==> config.mk <==
export PLATFORM = sky130hd
export DESIGN_NAME = id2ex_skid
export DESIGN_NICKNAME = d
export VERILOG_FILES = /design/src/rtl/id2ex_skid.sv
export SDC_FILE = /design/constraint.sdc
export NUM_CORES = 2
export LEC_CHECK = 0
export BUFFER_PORTS_ARGS = -buffer_cell sky130_fd_sc_hd__buf_4
export CELL_PAD_IN_SITES_DETAIL_PLACEMENT = 1
export CELL_PAD_IN_SITES_GLOBAL_PLACEMENT = 1
export CORE_AREA = 4 4 341 343
export DETAILED_ROUTE_END_ITERATION = 6
export DIE_AREA = 0 0 345 347
export PLACE_DENSITY_LB_ADDON = 0.1
export SLEW_MARGIN = 10
export SYNTH_ARGS = -nofsm -noshare
export SYNTH_HDL_FRONTEND = slang
export SYNTH_SLANG_ARGS = --single-unit
==> constraint.sdc <==
create_clock -name Clk -period 1.7 [get_ports Clk]
set_input_delay 0.085 -clock Clk [delete_from_list [all_inputs] [get_ports Clk]]
set_output_delay 0.085 -clock Clk [all_outputs]
set_load 0.01 [all_outputs]
==> src/rtl/id2ex_skid.sv <==
// Decode-to-execute pipeline boundary: a two-entry skid buffer with a registered InReady,
// flush on redirect, bubble gating of the outgoing bundle and a back-pressure cycle counter.
module id2ex_skid #(
    parameter int unsigned PAYLOAD_W = 420,
    parameter int unsigned CNT_W     = 32
) (
    input  logic                 Clk,
    input  logic                 Rst,
    input  logic                 InValid,
    output logic                 InReady,
    input  logic [PAYLOAD_W-1:0] InPayload,
    output logic                 OutValid,
    input  logic                 OutReady,
    output logic [PAYLOAD_W-1:0] OutPayload,
    input  logic                 Flush,
    output logic [CNT_W-1:0]     StallCnt
);

    // Occupancy is fully encoded by the two valid bits; this enum only names it for the case.
    typedef enum logic [1:0] {
        StEmpty = 2'd0,
        StOne   = 2'd1,
        StFull  = 2'd2
    } state_e;

    logic                 mainValidQ, mainValidD;
    logic                 skidValidQ, skidValidD;
    logic [PAYLOAD_W-1:0] mainPayloadQ, mainPayloadD;
    logic [PAYLOAD_W-1:0] skidPayloadQ, skidPayloadD;
    logic [CNT_W-1:0]     stallCntQ, stallCntD;

    state_e state;
    logic   inFire;
    logic   outFire;
    logic   stall;

    // Handshake decode; InReady comes straight from a flop so there is no path from OutReady.
    always_comb begin
        state   = skidValidQ ? StFull : (mainValidQ ? StOne : StEmpty);
        inFire  = InValid & ~skidValidQ;
        outFire = mainValidQ & OutReady;
        stall   = mainValidQ & ~OutReady;
    end

    // Next-state for the two entries; Flush overrides any same-cycle transfer.
    always_comb begin
        mainValidD   = mainValidQ;
        skidValidD   = skidValidQ;
        mainPayloadD = mainPayloadQ;
        skidPayloadD = skidPayloadQ;
        if (Flush) begin
            // Payload regs are left alone; output gating hides stale data.
            mainValidD = 1'b0;
            skidValidD = 1'b0;
        end else begin
            unique case (state)
                StEmpty: begin
                    if (inFire) begin
                        mainValidD   = 1'b1;
                        mainPayloadD = InPayload;
                    end
                end
                StOne: begin
                    if (inFire && outFire) begin
                        mainPayloadD = InPayload;
                    end else if (inFire) begin
                        skidValidD   = 1'b1;
                        skidPayloadD = InPayload;
                    end else if (outFire) begin
                        mainValidD = 1'b0;
                    end
                end
                StFull: begin
                    if (outFire) begin
                        mainPayloadD = skidPayloadQ;
                        skidValidD   = 1'b0;
                    end
                end
                default: begin
                    mainValidD = 1'b0;
                    skidValidD = 1'b0;
                end
            endcase
        end
    end

    // Stall counter: free-running wrap, untouched by Flush.
    always_comb begin
        stallCntD = stallCntQ;
        if (stall) begin
            stallCntD = stallCntQ + CNT_W'(1);
        end
    end

    // State registers with asynchronous active-low reset.
    always_ff @(posedge Clk or negedge Rst) begin
        if (!Rst) begin
            mainValidQ   <= 1'b0;
            skidValidQ   <= 1'b0;
            mainPayloadQ <= '0;
            skidPayloadQ <= '0;
            stallCntQ    <= '0;
        end else begin
            mainValidQ   <= mainValidD;
            skidValidQ   <= skidValidD;
            mainPayloadQ <= mainPayloadD;
            skidPayloadQ <= skidPayloadD;
            stallCntQ    <= stallCntD;
        end
    end

    // Outputs; an empty boundary presents the all-zero NOP bundle.
    always_comb begin
        InReady    = ~skidValidQ;
        OutValid   = mainValidQ;
        OutPayload = mainPayloadQ & {PAYLOAD_W{mainValidQ}};
        StallCnt   = stallCntQ;
    end

endmodule

==> out/metrics.csv <==
metric,value,unit
antenna violations before repair,32,
failing checks,setup timing,
number of synthesized flops with an enable pin,0,
CTS Buf Count,101,
Die Wd,345,um
setup TNS,-345.50,ns
RePlAce Congestion,0.785,
post-synth top area cell,dfrtp_1,
sequential area share after synthesis,56.2,%
Cell Pwr Density,1090,nW/um^2
Core ar.,114000,sq um
WS Path Type,reg -> reg,
root buffer cell,clkbuf_16,
Sw Ratio,28.1,%
clk slew on worst S/H paths,0.06,ns
Post-Layout Cell Count,6429,
main area contributors after synthesis,"dfrtp_1 56%, mux2_2 12%, mux2i_1 11%",
post-layout min period,2.11,ns
Seq pwr share,42.1,%
clock sink total,874,
slowest CP cell,dfrtp_4,
adder-cell share of the synthesized area,0.0321,%
Final ANT Viol Nets,0,
worst-case clock buffer depth,3,
simple-gate share of the synthesized area,11.7,%
Hold WC Path Type,in -> async,
Worst Setup Start Kind,flip-flop,
Yosys warnings,0,
Post-route DRC,0,
library cells used by synthesis,31,
CP Buf/Inv Count,6,
H-tree levels,3,
"critical path, cell by cell",buf_4 -> nor2b_2 -> a211oi_4 -> buf_8 -> buf_12 -> buf_4 -> buf_8 -> clkbuf_16 -> nor2_1 -> a21oi_1,
"delay-heaviest family, CP",buffers and inverters,
Gate power share,24.0,%
first-pass GRT wire length,213,mm
initial core utilization,34.3,%
# fillers,11600,
Fin. Hold Viols,0,
syn_nets,3736,
Worst-Margin Slew,0.539,ns
Synth Area in Compound Gates,5.49,%
HPWL after detailed placement,94.8,mm
Port Buf Inserts,878,
reg2reg end,mainPayloadQ[293],
fin crit share,124,%
CTS tree,done,
clock power share,33.8,%
grt total ovfl,0,
largest net degree at the start of global routing,71,
R2R setup slack,-0.41,ns
syn avg cell area,11.8,sq um
Pint,48500,uW
cell row count,124,
most common flop cell mapped by yosys,dfrtp_1,
initial DRC count,1541,
Die H,347,um
Final Max Tran Viols,0,
final setup margin,-0.405,ns
net load switching power,19000,uW
Worst VDD drop,0.000787,V
maxcap violations,0,
Worst Path Max Fanout,6,
Reg2Reg Depth,10,
placed cells,5622,
Area Overhead vs Synth,58.2,%
largest family of logic cells by synthesized area,multiplexers,
Leak,0.0271,uW
Synth Register Bits,874,
run status,finished with violations,
share of layout cells above drive strength 1,43.0,%
Total Routed Length,162,mm
Worst EP arrival,2.70,ns
Mapped Area,38900,sq um
TritonRoute pass-1 iters,5,
Die Area,120000,sq um
vias in the first global route,32900,
routed len/inst,25.2,um
Critical Path Max Stage Delay,0.51,ns
Synth async-reset ratio,100,%
final setup violation count,1266,
WP data required,2.30,ns
Ports,879,
Final nets,5230,
Synth Area in XOR/XNOR,0.697,%
clk_skew,0.0199,ns
Yosys top cell area share,56.2,%
routed vias/inst,4.92,
Peak Freq,475,MHz
vias,31600,
CP Capture Type,flip-flop,
clock latency at the later pin of the worst-skew pair,0.68,ns
Total GRT Usage,23.1,%
Slew headroom,64.1,%
RSZ-0062 raised after global routing,yes,
mux share of post-synthesis cell area,22.9,%
reg2reg start,OutValid,
post-synthesis instance total,3310,
[cell usage after synthesis, types with 8 or more instances]
cell type  instances
dfrtp_1          874
nor2_1           424
a21oi_1          422
and2_1           420
mux2_2           420
mux2i_1          420
clkbuf_1          94
buf_2             88
buf_4             43
xnor2_1           25
nand2_1           13
nand4_1           13
buf_1             10
nand3_1            9
and3_1             8
[logic make-up (layout without fill, tap and decap cells)]
group / after synthesis / after routing
XOR/XNOR: 31 / 31
AO/OA/AOI/OAI: 425 / 425
adder cells (fa/ha/maj): 1 / 1
AND/OR/NAND/NOR: 902 / 902
other: 0 / 29
multiplexers: 840 / 840
flip-flops: 874 / 874
buffers and inverters: 237 / 1815
[cells in the final DEF (no fill, tap or decap), drive strengths merged, types with 9 or more instances in the layout]
cell / n
clkbuf: 224
a21oi: 422
diode: 29
nor2: 424
mux2: 420
dlygate4sd3: 424
nand2: 13
xnor2: 25
nand4: 13
mux2i: 420
clkinv: 27
and2: 420
nand3: 9
dfrtp: 874
buf: 1126
[per-stage QoR]
stage                     util [%]  power [uW]  hold slack (ns)  setup slack [ns]  instance area [sq um]
final                         54.3       67400            0.163            -0.405                  61600
after global routing          54.2       70700            0.163            -0.479                  61600
after CTS                     50.5       65600            0.133            -0.486                  57300
after detailed placement      42.6       40800          0.00284            -0.308                  48400
after global placement        42.6       40300         -0.00127            -0.283                  48400
after floorplan                  -       34900           -0.211            0.0263                  38900
[worst register-to-register path: cells and delay by family, from the launching register on]
family                 cells  cell delay (ns)
flip-flops                 1             0.51
AND/OR/NAND/NOR            2             0.21
AO/OA/AOI/OAI              2             0.41
buffers and inverters      6             0.91
[worst max-delay path by stage]
stage | from | to | slack [ns] | cells past startpoint
finish | OutValid | mainPayloadQ[293] | -0.41 | 10
global route | OutValid | mainPayloadQ[146] | -0.48 | 9
CTS | OutValid | OutPayload[106] | -0.49 | 5
detailed placement | skidValidQ | mainPayloadQ[340] | -0.31 | 8
global placement | skidValidQ | mainPayloadQ[341] | -0.28 | 8
floorplan | OutValid | skidPayloadQ[100] | 0.03 | 6
[layout make-up]
type	count	area [sq um]	area share, %
sequential	874	21900	35.5
timing repair buffer	1626	17600	28.6
multi-input combinational	2199	16700	27.1
clock buffer	148	3030	4.91
tap	1512	1890	3.07
clock inverter	39	433	0.702
antenna	29	72.6	0.118
inverter	2	7.51	0.0122
[state kept, by name, summed over array words and instances, names as in the netlist]
signal and cells:
mainPayloadQ 420, StallCnt 32, skidValidQ 1, skidPayloadQ 420, OutValid 1
[routing by layer]
metal	wire (um)	global-route usage (%)	vias to the layer above	part of all wire, %
li1	-	-	14300	-
met1	65100	27.9	16100	40
met2	82000	40.3	909	51
met3	9190	5.66	243	5.7
met4	5610	7.64	12	3.5
met5	69	0	-	0.043
[power by group through the flow]
stage          logic (uW)  registers [uW]  clock network (uW)
4_1_cts             14100           28200               23300
5_1_grt             17400           29000               24300
2_1_floorplan        7140           27700                   0
3_5_place_dp        12300           28500                   0
3_3_place_gp        12000           28300                   0
6_report            16200           28400               22800
[what timing repair did]
item,CTS,global route
gates resized for setup,209,459
buffers inserted,3,34
pin swaps,0,1
cloned,24,105
endpoints found under the setup margin,1258,1282
hold endpoints to repair,1707,0
hold buffers,425,0
Power figures use the tool's default switching activity.
